$ cat src/rtl/osc_bank_pkg.sv
// osc_bank_pkg: default bank dimensions and the square-wave threshold helper shared by osc_bank and osc_voice
package osc_bank_pkg;
  localparam int OSC_WIDTH = 16;
  localparam int OSC_VOICES = 4;
  function automatic logic [31:0] sq_thresh(input logic [31:0] div);
    return div >> 1;
  endfunction
endpackage

$ cat src/rtl/osc_voice.sv
// osc_voice: one divider oscillator voice; ports clk, rst, en, sync (hard restart), divider in, count/wrap/square out
module osc_voice
  import osc_bank_pkg::*;
#(
  parameter int WIDTH = OSC_WIDTH
) (
  input  logic             clk,
  input  logic             rst,
  input  logic             en,
  input  logic             sync,
  input  logic [WIDTH-1:0] divider,
  output logic [WIDTH-1:0] count,
  output logic             wrap,
  output logic             square
);
  logic [WIDTH-1:0] r_count, r_div;
  logic             r_wrap;
  logic             w_restart;
  assign w_restart = sync || (r_count >= r_div);
  always_ff @(posedge clk) begin
    if (rst) begin
      r_count <= WIDTH'(1);
      r_div   <= '0;
      r_wrap  <= 1'b0;
    end else if (!en) begin
      r_count <= WIDTH'(1);
      r_div   <= divider;
      r_wrap  <= 1'b0;
    end else if (w_restart) begin
      r_count <= WIDTH'(1);
      r_div   <= divider;
      r_wrap  <= 1'b1;
    end else begin
      r_count <= r_count + WIDTH'(1);
      r_wrap  <= 1'b0;
    end
  end
  assign count  = r_count;
  assign wrap   = r_wrap;
  assign square = en && (r_count <= WIDTH'(sq_thresh(32'(r_div))));
endmodule

$ cat src/rtl/osc_bank.sv
// osc_bank: VOICES-voice divider oscillator bank; ports clk, rst, en, divider, count, wrap, square (+sync, sync_mask when OSC_BANK_SYNC_EN)
module osc_bank
  import osc_bank_pkg::*;
#(
  parameter int WIDTH  = OSC_WIDTH,
  parameter int VOICES = OSC_VOICES
) (
  input  logic                    clk,
  input  logic                    rst,
  input  logic [VOICES-1:0]       en,
  input  logic [VOICES*WIDTH-1:0] divider,
`ifdef OSC_BANK_SYNC_EN
  input  logic                    sync,
  input  logic [VOICES-1:0]       sync_mask,
`endif
  output logic [VOICES*WIDTH-1:0] count,
  output logic [VOICES-1:0]       wrap,
  output logic [VOICES-1:0]       square
);
  logic [VOICES-1:0] w_sync;
`ifdef OSC_BANK_SYNC_EN
  assign w_sync = sync_mask & {VOICES{sync}};
`else
  assign w_sync = '0;
`endif
  for (genvar v = 0; v < VOICES; v++) begin : g_voice
    osc_voice #(.WIDTH(WIDTH)) u_voice (
      .clk    (clk),
      .rst    (rst),
      .en     (en[v]),
      .sync   (w_sync[v]),
      .divider(divider[v*WIDTH +: WIDTH]),
      .count  (count[v*WIDTH +: WIDTH]),
      .wrap   (wrap[v]),
      .square (square[v])
    );
  end
endmodule

$ cat config.mk
export PLATFORM = sky130hd
export DESIGN_NAME = osc_bank
export DESIGN_NICKNAME = d
export VERILOG_FILES = /design/src/rtl/osc_bank_pkg.sv /design/src/rtl/osc_voice.sv /design/src/rtl/osc_bank.sv
export SDC_FILE = /design/constraint.sdc
export NUM_CORES = 1
export LEC_CHECK = 0
export BUFFER_PORTS_ARGS = -buffer_cell sky130_fd_sc_hd__buf_2
export CAP_MARGIN = 10
export CORE_MARGIN = 2
export CORE_UTILIZATION = 25
export DETAILED_ROUTE_END_ITERATION = 16
export GPL_ROUTABILITY_DRIVEN = 0
export REMOVE_ABC_BUFFERS = 1
export SETUP_SLACK_MARGIN = 0.1
export SLEW_MARGIN = 20
export SYNTH_ARGS = -nofsm -noshare
export SYNTH_HDL_FRONTEND = slang
export SYNTH_SLANG_ARGS = --single-unit
$ cat constraint.sdc
create_clock -name clk -period 3.9 [get_ports clk]
set_input_delay 0.585 -clock clk [delete_from_list [all_inputs] [get_ports clk]]
set_output_delay 0.585 -clock clk [all_outputs]
set_load 0.05 [all_outputs]
After elaboration in Yosys (flattened, before gate mapping)
Index checks and enable logic that the tools add are counted.
{ "totals": {"word_cells": 56, "in_bits": 70, "output_inout_bits": 72, "reg_bits": 132} }
{ "classes": {"mux": 12, "magnitude_cmp": 8, "reduce_logical": 12, "eq_ne": 4, "n_bitwise": 4, "addsub": 4} }
{ "ops": {"columns": ["operator", "n"], "rows": [
  ["$mux W16", 8],
  ["$add A16 B1 Y16 const B", 4],
  ["$ge A16 B16 Y1", 4],
  ["$le A16 B15 Y1", 4],
  ["$reduce_or A3 Y1", 4],
  ["$ne A2 B1 Y1 const B", 4],
  ["$reduce_or A2 Y1", 4],
  ["$logic_and A1 B1 Y1", 4],
  ["$mux W1", 4],
  ["$not A1 Y1", 4]
]} }

Longest topological paths before layout
{ "depth": {"depth_word": 3, "ltp_mapped": 10, "mapped_depth_nobuf": 8} }

Cells and area by module
Synthesis repeated with hierarchy kept, for this count alone.
{ "hier_totals": {"hier_cells": 945, "area_unflattened_um2": 8587.0} }
{ "modules_own_cells": {"columns": ["module", "area_each_um2", "instances", "cells_each"], "rows": [
  ["osc_voice (g_voice[0].u_voice ...)", 2182.1, 3, 239],
  ["osc_voice (g_voice[2].u_voice)", 2037.0, 1, 227],
  ["osc_bank", 3.8, 1, 1]
]} }

Least setup slack after synthesis
No wires, ideal clock.
{ "synth_path": {"path_kind": "register to output", "startpoint": "register g_voice[2].u_voice.r_count[1]", "endpoint": "output square[2]", "stages_incl_launch_ff": 9, "path_buffers": 1, "t_required_ns": 3.315, "t_arrival_ns": 2.142, "slack_ns": 1.173, "path_cell_list": "dfxtp_1 ha_1 nor2b_1 o211ai_1 a21oi_1 a2111oi_0 o211ai_1 o41ai_1 buf_4"} }
{ "synth_via": {"elab_chain_len": 2} }
{ "synth_lines": {"columns": ["element", "line_no", "text"], "rows": [
  ["start, declared", "osc_voice.sv:16", "logic [WIDTH-1:0] r_count, r_div;"],
  ["start signal, assigned", "osc_voice.sv:34", "r_count <= r_count + WIDTH'(1);"],
  ["$le A16 B15 Y1", "osc_voice.sv:40", "assign square = en && (r_count <= WIDTH'(sq_thresh(32'(r_div))));"],
  ["$logic_and A1 B1 Y1", "osc_voice.sv:40", null],
  ["end, declared", "osc_bank.sv:18", "output logic [VOICES-1:0] square"]
]} }
Every way passes these cells.

Worst setup path in the final report
{ "layout_path": {"startpoint": "register g_voice[3].u_voice.r_count[1]", "endpoint": "output square[3]"} }
{ "layout_via": {"elab_chain_len": 2} }
{ "layout_lines": {"columns": ["element", "line_no"], "rows": [
  ["start, declared", "osc_voice.sv:16"],
  ["start signal, assigned", "osc_voice.sv:34"],
  ["$le A16 B15 Y1", "osc_voice.sv:40"],
  ["$logic_and A1 B1 Y1", "osc_voice.sv:40"]
]} }
Every way passes these cells.

==> out/metrics.csv <==
metric,value,unit
finalHoldViolCount,0,
hpwl,16300,um
crit_end,square[3],
routed_wl,20600,um
clkTransAtPathRegs,60,ps
hold_path.class,input pin to flip-flop,
grt_setup_unrepaired,no,
cts_setup_buffers,0,
vias_per_cell,4.61,
finalSetupTns,0,ps
final_cells,1455,
grt_max_degree,43,
p_leak,0.00444,uW
port_buffers,141,
worst_pin_slew,751,ps
placementRows,65,
drt_iter0_drc,266,
drv_slew,0,
whs,395,ps
post_synth.cell_area_avg,8.93,um^2
cts_made_buffers,17,
vias,6712,
synthFlopType,dfxtp_1,
cp.required,3310,ps
cts_hold_buf,0,
p_total,3560,uW
fin_util,30.7,%
area_growth_syn_to_layout,20.2,%
synthArstFlopShare,0,%
htreeDepth,4,
chipHeight,184,um
outcome,"complete, no violations",
cts_sinks,132,
ios,142,
fillerInstances,3403,
end_kind,output pin,
antenna_found_initial,1,
yosysWarnings,0,
dieArea,33800,um^2
layout_commonest_cell,buf_2,
slew-limit-headroom,49.8,%
cts_root_buf,clkbuf_16,
hold-path-cell-count,3,
postSynthCellCount,907,
rr_worst_depth,8,
synth_edf_count,0,
crit_fanout,6,
drcViolationCount,0,
syn_area,8100,um^2
start_kind,flip-flop,
grt_pass1_vias,6726,
grt_overflow,0,
first_pass_iters,4,
ys_seq_elements,132,
worstReg2RegEnd,g_voice[2].u_voice.r_div[3],
insertion_delay,420,ps
grt_pass1_wl,33800,um
arrival,2510,ps
seq_area_frac_synth,32.6,%
grt_use_total,12.5,%
maxCapViolCount,0,
detail_route.wl_per_cell,14.1,um
powerDensity,366,nW/um^2
drive_gt1_share,18.6,%
cts_buffer_depth,2,
initial_core_util,25.5,%
fp.dieW,184,um
period_share,79.3,%
final_cell_mix,"buf_2 (141), dfxtp_1 (132), ha_1 (128)",
critPathKind,flip-flop to output pin,
antenna_left,0,
dpl.cell_count,1423,
cts_resized,0,
final_nets,1238,
cp-startpoint,g_voice[3].u_voice.count[1],
fmax,0.323,GHz
period_needed,3090,ps
coreArea,31700,um^2
finalSetupViolations,0,
timing.rr.start,g_voice[2].u_voice.count[0],
r2r_slack,1210,ps
peakVddDrop,0.000281,V
fin_skew,8.20,ps
ys_types,53,
cts_tree,built,
cells by family after synthesis:
kind of cell               after synthesis  synth area share [%]
AOI/OAI and AO/OA                      112                  8.67
xor gates and xnor gates                56                  6.06
adders and majority gates              128                  19.8
buffers and inverters                  103                  5.58
DFF                                    132                  32.6
muxes                                   48                  5.94
and+or+nand+nor                        328                  21.3
synthesized netlist by cell type, types with 2 or more instances:
cell type,count,area (um^2)
or2_1,2,12.5
xor2_1,34,298
nand4_2,2,25.0
mux2i_1,48,480
or2_2,2,12.5
and4_1,4,35.0
a2111oi_0,4,35.0
clkbuf_1,15,56.3
buf_4,9,67.6
nor2_4,9,101
o41ai_1,4,35.0
a21o_1,7,52.6
xnor2_1,22,193
a211oi_1,4,30.0
nor2_1,126,473
buf_2,6,30.0
and3_1,11,68.8
dfxtp_1,132,2640
nand4_1,28,175
inv_1,71,267
nor3_1,5,25.0
nand4b_1,17,149
a31oi_1,3,18.8
or3_1,3,18.8
nand2b_1,19,119
nor3b_1,7,52.6
a21oi_1,39,195
nand3_1,37,185
o21ai_0,30,150
nand2_1,37,139
nor2b_1,11,68.8
ha_1,128,1600
o211ai_1,9,67.6
o22ai_1,3,18.8
metrics by stage:
step	setup slack, ps	cell area [um^2]
floorplan	205	7910
global placement	1280	9160
detailed placement	1210	9160
CTS	761	9720
global route	508	9720
finish	807	9730
worst min-delay path by stage:
stage	end	start
6_report	g_voice[1].u_voice.r_div[4]	divider[20]
3_5_place_dp	g_voice[2].u_voice.r_div[4]	g_voice[2].u_voice.r_div[4]
2_1_floorplan	g_voice[1].u_voice.r_div[10]	g_voice[1].u_voice.r_div[10]
4_1_cts	g_voice[1].u_voice.r_div[11]	divider[27]
3_3_place_gp	g_voice[3].u_voice.r_div[5]	g_voice[3].u_voice.r_div[5]
5_1_grt	g_voice[1].u_voice.r_div[7]	divider[23]
worst max-delay path: stages (launching register included):
cell,delay [ps]
dfxtp_1,450
ha_1,280
nor2b_1,130
o211ai_1,150
a21oi_1,100
a2111oi_0,400
o211ai_1,170
o41ai_1,90
buf_2,320
flip-flops by register name (all words and copies together), names as in the netlist:
| signal | cells |
|---|---|
| g_voice.u_voice.count | 64 |
| g_voice.u_voice.r_div | 64 |
| g_voice.u_voice.wrap | 4 |
layout make-up:
class                           instances  area [um^2]  area share (%)
Clock inverter                          9          106            1.09
Clock buffer                           21          460            4.73
Inverter                               71          267            2.74
Tap cell                              402          503            5.17
Sequential cell                       132         2640            27.2
Multi-Input combinational cell        672         5000            51.4
Timing Repair Buffer                  146          743            7.64
Antenna cell                            2         5.00          0.0514
power breakdown:
group | total (uW) | internal, uW | leakage [uW] | switching [uW]
combinational | 537 | 214 | 0.00310 | 323
clock | 1570 | 964 | 0.000271 | 609
sequential | 1450 | 1410 | 0.00108 | 40.9
total | 3560 | 2590 | 0.00444 | 973
layer usage:
| metal | global-route usage, % | part of all wire (%) |
|---|---|---|
| met2 | 20.9 | 47 |
| met5 | 0 | 0 |
| met1 | 15.3 | 47 |
| met3 | 3.70 | 5.6 |
| met4 | 3.84 | 1.2 |
(Power assumes the default switching activity.)
